File: src/rtl/spram_rr_arbiter.sv
// spram_rr_arbiter: round-robin valid/ready arbiter sharing one write-first single-port RAM among NUM_REQ requesters
// Optional SPRAM_ARB_RSP_REG_EN adds a registered response stage (read latency 2 instead of 1).
module spram_rr_arbiter #(
  parameter int NUM_REQ    = 4,
  parameter int ID_WIDTH   = 2,
  parameter int ADDR_WIDTH = 10,
  parameter int DATA_WIDTH = 32
) (
  input  logic                           clk,
  input  logic                           rst_n,
  input  logic [NUM_REQ-1:0]             req_valid,
  input  logic [NUM_REQ-1:0]             req_we,
  input  logic [NUM_REQ*ADDR_WIDTH-1:0]  req_addr,
  input  logic [NUM_REQ*DATA_WIDTH-1:0]  req_wdata,
  output logic [NUM_REQ-1:0]             req_ready,
  output logic [NUM_REQ-1:0]             rsp_valid,
  output logic [DATA_WIDTH-1:0]          rsp_rdata,
  output logic                           ram_we,
  output logic [ADDR_WIDTH-1:0]          ram_addr,
  output logic [DATA_WIDTH-1:0]          ram_din,
  input  logic [DATA_WIDTH-1:0]          ram_dout,
  output logic                           busy
);
  logic [ID_WIDTH-1:0]   rr_ptr, gnt_id, scan_id, pend_id;
  logic                  gnt_any, pend_valid, rd_acc;
  logic [NUM_REQ-1:0]    pend_oh;
  logic [ADDR_WIDTH-1:0] addr_a [NUM_REQ];
  logic [DATA_WIDTH-1:0] data_a [NUM_REQ];
  for (genvar i = 0; i < NUM_REQ; i++) begin : g_unpack
    assign addr_a[i] = req_addr[i*ADDR_WIDTH +: ADDR_WIDTH];
    assign data_a[i] = req_wdata[i*DATA_WIDTH +: DATA_WIDTH];
  end
  // Descending scan so the last hit is the nearest requester at or after rr_ptr.
  always_comb begin
    gnt_any = 1'b0;
    gnt_id  = '0;
    scan_id = '0;
    for (int k = NUM_REQ - 1; k >= 0; k--) begin
      scan_id = ID_WIDTH'((int'(rr_ptr) + k) % NUM_REQ);
      if (req_valid[scan_id]) begin
        gnt_any = 1'b1;
        gnt_id  = scan_id;
      end
    end
  end
  assign req_ready = gnt_any ? NUM_REQ'(1) << gnt_id : '0;
  assign ram_we    = gnt_any & req_we[gnt_id];
  assign ram_addr  = gnt_any ? addr_a[gnt_id] : '0;
  assign ram_din   = gnt_any ? data_a[gnt_id] : '0;
  assign rd_acc    = gnt_any & ~req_we[gnt_id];
  assign pend_oh   = pend_valid ? NUM_REQ'(1) << pend_id : '0;
  always_ff @(posedge clk or negedge rst_n) begin
    if (!rst_n) begin
      rr_ptr     <= '0;
      pend_valid <= 1'b0;
      pend_id    <= '0;
    end else begin
      if (gnt_any) rr_ptr <= gnt_id == ID_WIDTH'(NUM_REQ - 1) ? '0 : gnt_id + 1'b1;
      pend_valid <= rd_acc;
      if (rd_acc) pend_id <= gnt_id;
    end
  end
`ifdef SPRAM_ARB_RSP_REG_EN
  logic [NUM_REQ-1:0]    rsp_q;
  logic [DATA_WIDTH-1:0] rdata_q;
  always_ff @(posedge clk or negedge rst_n) begin
    if (!rst_n) begin
      rsp_q   <= '0;
      rdata_q <= '0;
    end else begin
      rsp_q <= pend_oh;
      if (pend_valid) rdata_q <= ram_dout;
    end
  end
  assign rsp_valid = rsp_q;
  assign rsp_rdata = rdata_q;
  assign busy      = pend_valid | (|rsp_q);
`else
  assign rsp_valid = pend_oh;
  assign rsp_rdata = ram_dout;
  assign busy      = pend_valid;
`endif
endmodule
File: config.mk
export PLATFORM = sky130hd
export DESIGN_NAME = spram_rr_arbiter
export DESIGN_NICKNAME = d
export VERILOG_FILES = /design/src/rtl/spram_rr_arbiter.sv
export SDC_FILE = /design/constraint.sdc
export NUM_CORES = 1
export LEC_CHECK = 0
export BUFFER_PORTS_ARGS = -buffer_cell sky130_fd_sc_hd__buf_4
export CAP_MARGIN = 20
export CORE_AREA = 5 5 110 112
export DETAILED_ROUTE_END_ITERATION = 16
export DIE_AREA = 0 0 115 117
export PLACE_DENSITY = 0.58
export SLEW_MARGIN = 20
export SYNTH_ARGS = -nofsm -noshare
export SYNTH_HDL_FRONTEND = slang
export SYNTH_SLANG_ARGS = --single-unit
File: constraint.sdc
create_clock -name clk -period 2.7 [get_ports clk]
set_input_delay 0 -clock clk [delete_from_list [all_inputs] [get_ports clk]]
set_output_delay 0 -clock clk [all_outputs]
set_load 0.005 [all_outputs]
### After elaboration in Yosys (flattened, before gate mapping)

Index checks and enable logic that the tools add are counted.

| cells by class | value |
|---|---|
| add/sub/neg operators | 4 |
| order comparisons | 6 |
| equal/unequal tests | 1 |
| shift-type cells | 2 |
| mux-type cells | 29 |
| bitwise logic cells | 4 |

Operators by type and width:

| kind | number |
|---|---|
| 32-bit two-way mux | 3 |
| 32-bit binary-select mux with 2-bit select | 1 |
| 10-bit two-way mux | 3 |
| 10-bit binary-select mux with 2-bit select | 1 |
| 2-bit by 3-bit < comparator with 1-bit output, second input constant | 5 |
| 1-bit binary-select mux with 2-bit select | 5 |
| 2-bit two-way mux | 5 |
| 1-bit two-way mux | 9 |
| 4-bit two-way mux | 2 |
| 1-bit by 2-bit << shifter with 4-bit output, first input constant | 2 |
| 2-bit by 1-bit adder with 2-bit output, second input constant | 2 |
| 2-bit adder, second input constant | 2 |
| 3-bit >= comparator, second input constant | 1 |
| 2-bit NOT with 3-bit output | 1 |
| 1-bit AND | 2 |
| 2-bit == test, second input constant | 1 |
| 1-bit NOT | 1 |

| word-level totals | value |
|---|---|
| bits in registers | 5 |
| input bits | 210 |
| output and inout bits | 84 |
| word-level logic and storage cells | 49 |

### Depth between registers and ports, before layout

Gate-level depths: netlist (run 1).

| depth | value |
|---|---|
| depth after elaboration | 12 |
| gate-level depth with buffers | 9 |
| mapped depth without buffers | 6 |

### Worst setup path before layout (run 1)

OpenSTA, ideal clock, no wires.

| timing path | value |
|---|---|
| path kind | register -> register |
| from | register rr_ptr[0] |
| to | register rr_ptr[1] |
| library setup time | 0.128 ns |
| arrival time | 1.941 ns |
| data required time | 2.572 ns |
| slack | 0.632 ns |
| stages on the path, launching flop included | 7 |
| buffers on the path | 1 |
| clock period less this slack | 2.068 ns |
| cells stage by stage | dfrtp_1 -> inv_1 -> a22o_1 -> a211oi_2 -> clkbuf_1 -> ha_1 -> mux2_1 |

| on the way | value |
|---|---|
| word-level cells in the longest chain between the ends | 9 |
| elaborated cells on any way between the ends | 22 |
| those cells by class | add/sub: 4; eq/ne: 1; mux: 17 |

Ends and longest elaborated chain:

| what | line | source |
|---|---|---|
| start: declaration | 24 | `logic [ID_WIDTH-1:0] rr_ptr, gnt_id, scan_id, pend_id;` |
| start signal: assignment | 58 | `if (gnt_any) rr_ptr <= gnt_id == ID_WIDTH'(NUM_REQ - 1) ? '0 : gnt_id + 1'b1;` |
| 2-bit adder | 39 | `scan_id = ID_WIDTH'((int'(rr_ptr) + k) % NUM_REQ);` |
| 1-bit binary-select mux with 2-bit select | 40 | `if (req_valid[scan_id]) begin` |
| 1-bit two-way mux (implied by the code) | 40 |  |
| 2-bit two-way mux (3 in a row) | 40 |  |
| 2-bit two-way mux (*) | 40 |  |
| named net gnt_id[0] | 24 |  |
| 2-bit by 1-bit adder with 2-bit output / 2-bit == test (equally long branches) | 58 |  |
| 2-bit two-way mux (*) | 58 |  |

Mark *: on every way through the listed nets, which the timed path passes. The rest lies on a longest branch. The select of a mux whose other input is x is not followed.
A chain may end at the register's enable or synchronous reset.

### Worst setup path in the final report (run 1)

| timing path | value |
|---|---|
| from | register rr_ptr[1] |
| to | output ram_din[26] |

| on the way | value |
|---|---|
| word-level cells in the longest chain between the ends | 12 |
| elaborated cells on any way between the ends | 24 |
| those cells by class | add/sub: 3; mux: 20; bitwise: 1 |

Ends and longest elaborated chain:

| what | line | source |
|---|---|---|
| 2-bit adder | 39 |  |
| 1-bit binary-select mux with 2-bit select | 40 |  |
| 1-bit two-way mux (implied by the code) | 40 |  |
| 2-bit two-way mux (4 in a row) | 40 |  |
| 2-bit NOT with 3-bit output (implied by the code) | 49 | `assign ram_din = gnt_any ? data_a[gnt_id] : '0;` |
| 32-bit binary-select mux with 2-bit select | 49 |  |
| 32-bit two-way mux (implied by the code) (2 in a row) | 49 |  |
| 32-bit two-way mux (*) | 49 |  |
| end: declaration | 20 | `output logic [DATA_WIDTH-1:0] ram_din,` |

Mark *: on every way between the ends. The rest lies on a longest branch, timed or not. The select of a mux whose other input is x is not followed.

==> impl_metrics.ini, run 1 <==
[floorplan]
initial_core_util_pct = 19.10
rows = 39
ios = 294
die_y_um = 117
die_x_um = 115
fp.coreArea_um2 = 11130
dieArea_um2 = 13460

[clock_network]
cts_htree_levels = 1
cts_resized = 0
clock_sinks = 5
postCtsSetupRepairBufs = 0
ctsLongestPathBuffers = 2
cts_root_buffer = clkbuf_16
clock_latency_ps = 230
cts_buffers = 3
cts_tree = yes
clk_pin_slew_ps = 30

[timing]
tns_ps = 0
fmax_ghz = 0.4346
grt_setup_unrepaired = false
setup_violations = 0
finalHoldViolCount = 0
finalClockSkew_ps = 1.136
fin_crit_ps = 2301
holdWs_ps = 0.002280
relSlewSlack_pct = 67.13
tightest_slew_ps = 493.1
drv_slew = 0
fin_crit_sh_pct = 85.21

[logic_synthesis]
syn_area_per_cell_um2 = 6.517
yosys.area_share.xor_xnor_pct = 0
ys.warnings.count = 0
synth_compound_area_share_pct = 36.98
synthAdderAreaFrac_pct = 2.356
yosysSeqAreaShare_pct = 5.889
syn_nets = 540
syn_inst = 326
muxShareOfSynthArea_pct = 1.060
synth_cell_types = 31
ys_ff_latch = 5
syn_area_um2 = 2125
synth_simple_gate_area_share_pct = 32.45
synth_top_family_by_area = compound AO/OA/AOI/OAI gates

[job]
cap_violations = 0

[final_layout]
multi_input_area_um2 = 1574
nets = 716
area_delta_synth_final_pct = 79.80
seq_area_um2 = 125.1
drive_above_1_share_pct = 49.90
n_fill_cell = 1207
n_antenna_cell = 0

[worst_setup_path]
arrival_ps = 2300
path_max_fanout = 44
critPathKind = reg2out
cp_slowest_cell = buf_4
startpoint = rr_ptr[1]
cp_common_cell = buf_4
cpPeakStageDelay_ps = 440
worstSetupEndpointType = output port
path_cells = and2_1 -> o221ai_4 -> and2_2 -> buf_4 -> nand2_1 -> a311oi_1 -> buf_4
r2r_start = rr_ptr[1]
crit_path_start_kind = flop
cp.required_ps = 2700

[grt]
grt_max_degree = 52
grt_pass1_wl_um = 15330
grt_overflow = 0
grt_pass1_vias = 3198
antenna_found_initial = 0
grtUsageTotal_pct = 13.79

[routing]
routed_wl_um = 10510
drt-vias-per-instance = 4.998
first_pass_iters = 4
route.detailed.drc = 0
route.vias.total = 3219
ant_nets = 0
first_iter_violations = 140
wl_per_cell_um = 16.31

[power_and_ir_drop]
p_per_area_nw_per_um2 = 730.1
p_leak_nw = 1.924
irDropWorstVdd_uv = 365.5

[placed_design]
place.gp.congestion = 0.8219
hpwlAfterDp_um = 8229
portBuffers = 229

[worst_hold_path]
hp-class = in2out
holdCritStartpoint = ram_dout[9]

[status]
status = finished clean
per-stage QoR:
stage,instances,cell area [um^2],util [%],setup WS [ps],power [mW]
after floorplan,326,2125,-,632.0,1.470
after global placement,639,3731,33.54,620.0,2.533
after detailed placement,639,3731,33.54,572.1,2.571
after CTS,644,3820,34.33,369.4,2.830
after global routing,644,3820,34.33,228.2,3.046
final,644,3820,34.33,399.3,2.789
where the power goes:
| part | switching [mW] | internal [mW] |
|---|---|---|
| registers | 0.0466 | 0.113 |
| logic | 1.17 | 1.22 |
| clock network | 0.0486 | 0.196 |
| total | 1.26 | 1.53 |
logic make-up after synthesis:
group | count (synthesis)
multiplexers | 2
AND/OR/NAND/NOR | 145
adder cells (fa/ha/maj) | 4
buffers and inverters | 75
flip-flops | 5
AO/OA/AOI/OAI | 95
cell usage after synthesis:
master	n	area [um^2]
buf_4	34	255.2
mux2_2	1	11.26
nor2_1	2	7.510
a211oi_1	44	330.3
clkbuf_1	17	63.81
o21ba_1	1	10.01
nor4_1	1	6.260
and2_1	2	12.51
buf_6	3	33.78
a22o_1	1	8.760
nor3b_1	1	7.510
a311oi_1	42	367.9
inv_4	1	6.260
nor2b_1	4	25.02
inv_2	2	7.510
a21o_1	1	7.510
ha_1	4	50.05
a21oi_1	2	10.01
nand2b_1	2	12.51
mux2_1	1	11.26
buf_2	14	70.07
inv_1	4	15.01
nor3_1	1	5.000
a211oi_2	1	12.51
o32ai_1	1	8.760
a2111oi_2	1	15.01
nand2_1	85	319.1
and3_1	46	287.8
o221ai_2	1	15.01
dfrtp_1	5	125.1
or2_1	1	6.260
flip-flops by register name, indices dropped and copies added, names as in the netlist:
name	cells
busy	1
pend_id	2
rr_ptr	2
final timing paths:
check / endpoint / slack [ps] / depth (start not counted)
worst max register to register: rr_ptr[1] / 590 / 6
worst min-delay path: rsp_rdata[9] / 0.002 / 0
worst max-delay path: ram_din[26] / 400 / 7
worst min register to register: pend_id[0] / 600 / 1
max in group asynchronous: busy / 2460 / 2
min in group asynchronous: rr_ptr[0] / 130 / 2
layout by cell type, fill, tap and decap left out, types with 3 or more instances in the layout:
cell,synthesis,final
and3_1,46,46
dfrtp_1,5,5
nor2b_1,4,4
clkbuf_16,0,3
a311oi_1,42,42
ha_1,4,4
nand2_1,85,85
inv_1,4,4
a211oi_1,44,44
buf_12,0,3
buf_4,34,235
worst max-delay path, delay by kind of cell (launching register included):
family	cells	cell delay, ps
compound gates	2	520
buf+inv	2	620
flops	1	430
simple gates	3	490
area by class of cell:
class | count | share of cell area [%]
inverters | 7 | 0.7534
repair buffers | 239 | 48.02
well taps | 143 | 4.684
flip-flops and latches | 5 | 3.275
multi-input cells | 246 | 41.21
clock buffers | 4 | 2.064
layer usage:
layer  vias to the layer above  GRT usage, %  part of all wire [%]
li1                       1538             -                     -
met1                      1476         15.62                    36
met2                       177         24.42                    50
met3                        28         4.781                    12
met4                         0         4.225                   2.3
met5                         -             0                     0
repair_timing:
item                       4_1_cts  5_1_grt
hold buffers                     1        0
hold endpoints to repair         5        0
setup endpoints to repair        0        0
No activity file was read; power rests on OpenSTA's default activity.
==> inputs of run 2 (changes only) <==
- RECOVER_POWER: default -> 50
==> run 2 against run 1 <==
  * Sequential power about the same
  * Non-clock buffer count unchanged
  * Sequential cell count unchanged
  * Clock skew about the same
  * Fmax about the same
  * Design area about the same
  * Highest routed layer unchanged
  * Combinational power about the same
  * Clock power about the same
  * Critical path depth unchanged
  * Hold slack unchanged
==> impl_metrics.ini, run 2 (synthesized netlist as in run 1, its figures left out) <==
[grt]
antenna_found_initial = 0
grtUsageTotal_pct = 13.79
grt_overflow = 0
grt_pass1_wl_um = 15330
grt_max_degree = 52
grt_pass1_vias = 3198

[worst_setup_path]
arrival_ps = 2300
cp_common_cell = buf_4
worstSetupEndpointType = output port
worst-r2r-setup-slack_ps = 590
r2r_cells = 6
cp_slowest_cell = dfrtp_1
cpPeakStageDelay_ps = 430
r2r_start = rr_ptr[1]
cp.required_ps = 2700
path_max_fanout = 44
critical_path_buf_inv_count = 2
startpoint = rr_ptr[1]
critPathKind = reg2out
crit_path_start_kind = flop
path_cells = and2_1 -> o221ai_4 -> and2_2 -> buf_4 -> nand2_1 -> a311oi_1 -> buf_4
reg2reg_to = rr_ptr[1]
path_delay_family = buffers and inverters

[final_layout]
area_delta_synth_final_pct = 79.62
n_antenna_cell = 0
drive_above_1_share_pct = 49.50
final_common_cell = buf_4
final_cell_mix = 230 x buf_4, 85 x nand2_1, 46 x and3_1
nets = 716

[power_and_ir_drop]
p_per_area_nw_per_um2 = 728.2
switchingPower_mw = 1.256
clkPwrFrac_pct = 8.8
share_comb_of_total_power_pct = 85.5
internal_power_mw = 1.522
irDropWorstVdd_uv = 361.5
p_leak_nw = 1.920
swShare_pct = 45.21
power_frac_seq_pct = 5.7
total_power_mw = 2.779

[timing]
tns_ps = 0
setup_violations = 0
finalHoldViolCount = 0
relSlewSlack_pct = 67.22
grt_setup_unrepaired = false
tightest_slew_ps = 491.7
fmax_ghz = 0.4349
fin_crit_sh_pct = 85.17
finalClockSkew_ps = 1.210
drv_slew = 0
fin_crit_ps = 2300

[clock_network]
postCtsSetupRepairBufs = 0
ctsLongestPathBuffers = 2
clock_sinks = 5
cts_buffers = 3
cts_htree_levels = 1
clock_latency_ps = 230
clk_pin_slew_ps = 30
cts_root_buffer = clkbuf_16
cts_tree = yes

[placed_design]
place.gp.congestion = 0.8219
portBuffers = 229
hpwlAfterDp_um = 8229

[floorplan]
initial_core_util_pct = 19.10
die_x_um = 115
ios = 294
die_y_um = 117
dieArea_um2 = 13460
rows = 39
fp.coreArea_um2 = 11130

[routing]
route.detailed.drc = 0
ant_nets = 0
drt-vias-per-instance = 5.009
routed_wl_um = 10440
first_iter_violations = 146
route.vias.total = 3226
wl_per_cell_um = 16.20
first_pass_iters = 4

[job]
cap_violations = 0

[worst_hold_path]
holdCritStartpoint = ram_dout[9]
hold-path-cell-count = 0
min_delay_worst_endpoint = rsp_rdata[9]
hp-class = in2out

[status]
status = finished clean
[run 2: changes by cell type in the layout (fill, tap and decap cells not counted)]
cell      delta
inv_2        -1
clkbuf_4     +4
inv_1        +1
clkbuf_1     +1
buf_4        -5
[run 2: worst max-delay path by stage]
stage,end,cells past startpoint
after floorplan,rr_ptr[1],6
final,ram_din[26],7
after global routing,ram_we,8
after CTS,ram_din[12],7
after detailed placement,rr_ptr[1],6
after global placement,rr_ptr[1],6
[run 2: area by class of cell]
type                    instances  area (um^2)
clock buffers                   4        78.83
fillers                      1209         7310
inverters                       7        28.78
multi-input cells             246         1574
flip-flops and latches          5        125.1
well taps                     143        178.9
repair buffers                239         1831
[run 2: metrics by stage]
stage	utilization, %	worst slack (ps)	instance area (um^2)	cells	hold slack (ps)
after floorplan	-	632.0	2125	326	-295.6
after global placement	33.54	620.0	3731	639	-192.9
after detailed placement	33.54	572.1	3731	639	-192.8
after CTS	34.33	369.4	3820	644	0.03458
after global routing	34.30	187.0	3816	644	0.01002
final	34.30	400.4	3816	644	0.002280
[run 2: worst register-to-register path, delay by kind of cell, from the launching register on]
family          cells  cell delay, ps
mux                 1             270
flops               1             430
simple gates        2             390
buf+inv             1             430
compound gates      1             130
fa+ha+maj           1             320
[run 2: power by group through the flow]
| stage | Clock [mW] | Combinational (mW) | Sequential [mW] |
|---|---|---|---|
| 2_1_floorplan | 0 | 1.32 | 0.145 |
| 3_3_place_gp | 0 | 2.38 | 0.155 |
| 3_5_place_dp | 0 | 2.41 | 0.160 |
| 4_1_cts | 0.247 | 2.42 | 0.160 |
| 5_1_grt | 0.251 | 2.62 | 0.167 |
| 6_report | 0.244 | 2.38 | 0.159 |
[run 2: metal layers]
layer  GRT usage (%)  vias to the layer above  wire [um]
met5               0                        -          0
met4           4.225                        0        261
met3           4.781                       30       1226
met2           24.42                      179       5269
met1           15.62                     1479       3678
li1                -                     1538          -
[run 2: repair_timing]
action                                 in CTS  in global routing
hold buffers                                1                  0
resized for setup                           0                  0
endpoints found under the hold margin       5                  0
==> inputs of run 3 (changes only) <==
- CORE_AREA: 5 5 110 112 -> 2 2 113 115
- PLACE_DENSITY: 0.58 -> 0.54
==> run 3 against run 2 <==
  * Via count fell by 0.84%
  * Fmax fell by 4.8%
  * Critical path type unchanged
  * Critical path depth rose by 1
  * Largest cell class unchanged
  * Highest routed layer unchanged
==> impl_metrics.ini, run 3 (synthesized netlist as in run 1, its figures left out) <==
[final_layout]
seq_area_um2 = 125.1
drive_above_1_share_pct = 49.50
nets = 716
postLayoutCellArea_um2 = 3825
n_fill_cell = 1356
final_cell_mix = 228 x buf_4, 85 x nand2_1, 46 x and3_1
area_delta_synth_final_pct = 80.04
n_antenna_cell = 0
final_common_cell = buf_4
multi_input_area_um2 = 1574
final_cells = 651

[placed_design]
dpl_cell_area_um2 = 3740
place.gp.congestion = 0.7729
hpwlAfterDp_um = 7766
dp_cells = 646
portBuffers = 229

[worst_setup_path]
worstSetupEndpointType = output port
critPathKind = reg2out
worst-r2r-setup-slack_ps = 560
arrival_ps = 2410
crit_path_start_kind = flop
cp.required_ps = 2700
r2r_cells = 6
path_max_fanout = 33

[floorplan]
initial_core_util_pct = 17.26
die_x_um = 115
fp.coreArea_um2 = 12310
die_y_um = 117
ios = 294
rows = 41
dieArea_um2 = 13460

[clock_network]
cts_buffers = 3
cts_tree = yes
cts_resized = 0
clock_latency_ps = 230
cts_htree_levels = 1
cts_root_buffer = clkbuf_16
clock_sinks = 5
ctsLongestPathBuffers = 2
clk_pin_slew_ps = 30
ctsHoldBuffers = 1
postCtsSetupRepairBufs = 0

[timing]
fin_crit_ps = 2415
tns_ps = 0
relSlewSlack_pct = 66.25
drv_slew = 0
tightest_slew_ps = 506.2
grt_setup_unrepaired = false
finalClockSkew_ps = 1.876
holdWs_ps = 0.001982
fin_crit_sh_pct = 89.43
finalHoldViolCount = 0
fmax_ghz = 0.4141
setup_violations = 0

[routing]
ant_nets = 0
wl_per_cell_um = 15.41
route.vias.total = 3199
first_pass_iters = 4
route.detailed.drc = 0
routed_wl_um = 10030
drt-vias-per-instance = 4.914
first_iter_violations = 106

[grt]
grt_overflow = 0
grtUsageTotal_pct = 13.91
grt_pass1_vias = 3237
antenna_found_initial = 0
grt_pass1_wl_um = 15440
grt_max_degree = 52

[worst_hold_path]
hp-class = in2out
hold-path-cell-count = 0

[power_and_ir_drop]
p_per_area_nw_per_um2 = 723.2
irDropWorstVdd_uv = 339.9
p_leak_nw = 1.919

[job]
cap_violations = 0

[status]
status = finished clean
-- run 3: worst paths after layout --
path	from	end
setup / recovery	rr_ptr[0]	ram_din[0]
hold / removal	ram_dout[31]	rsp_rdata[31]
setup reg to reg	rr_ptr[1]	rr_ptr[1]
hold reg to reg	pend_id[0]	pend_id[0]
max in group asynchronous	rst_n	pend_id[0]
min in group asynchronous	rst_n	rr_ptr[0]
-- run 3: critical path, cell delays in order (launching register included) --
cell      delay (ps)
dfrtp_1          410
nand2b_1         170
a21o_1           190
and2_2           190
inv_4            280
buf_4            350
a211oi_1         120
a311oi_1         300
buf_4            170
-- run 3: final cells by class --
cell class,instances,area share [%]
flip-flops and latches,5,3.271
clock buffers,4,2.061
inverters,7,0.7524
well taps,150,4.907
repair buffers,239,47.86
multi-input cells,246,41.15
-- run 3: per-layer routing --
metal	global-route usage, %	wire length, um	up-vias	share of wire (%)
met4	3.855	162	0	1.6
li1	-	-	1538	-
met5	0	0	-	0
met1	16.13	3931	1493	39
met2	25.84	5157	151	51
met3	2.935	779	17	7.8
-- run 3: through the flow --
step,setup slack (ps),util [%],power (mW)
6_report,285.4,31.07,2.766
5_1_grt,75.91,31.07,3.034
4_1_cts,246.2,31.10,2.807
3_5_place_dp,520.6,30.38,2.554
3_3_place_gp,553.6,30.38,2.517
2_1_floorplan,632.0,-,1.470
-- run 3: where the power goes --
part | total (mW) | switching [mW] | internal, mW
registers | 0.157 | 0.0442 | 0.113
clock network | 0.245 | 0.0488 | 0.196
logic | 2.36 | 1.16 | 1.21
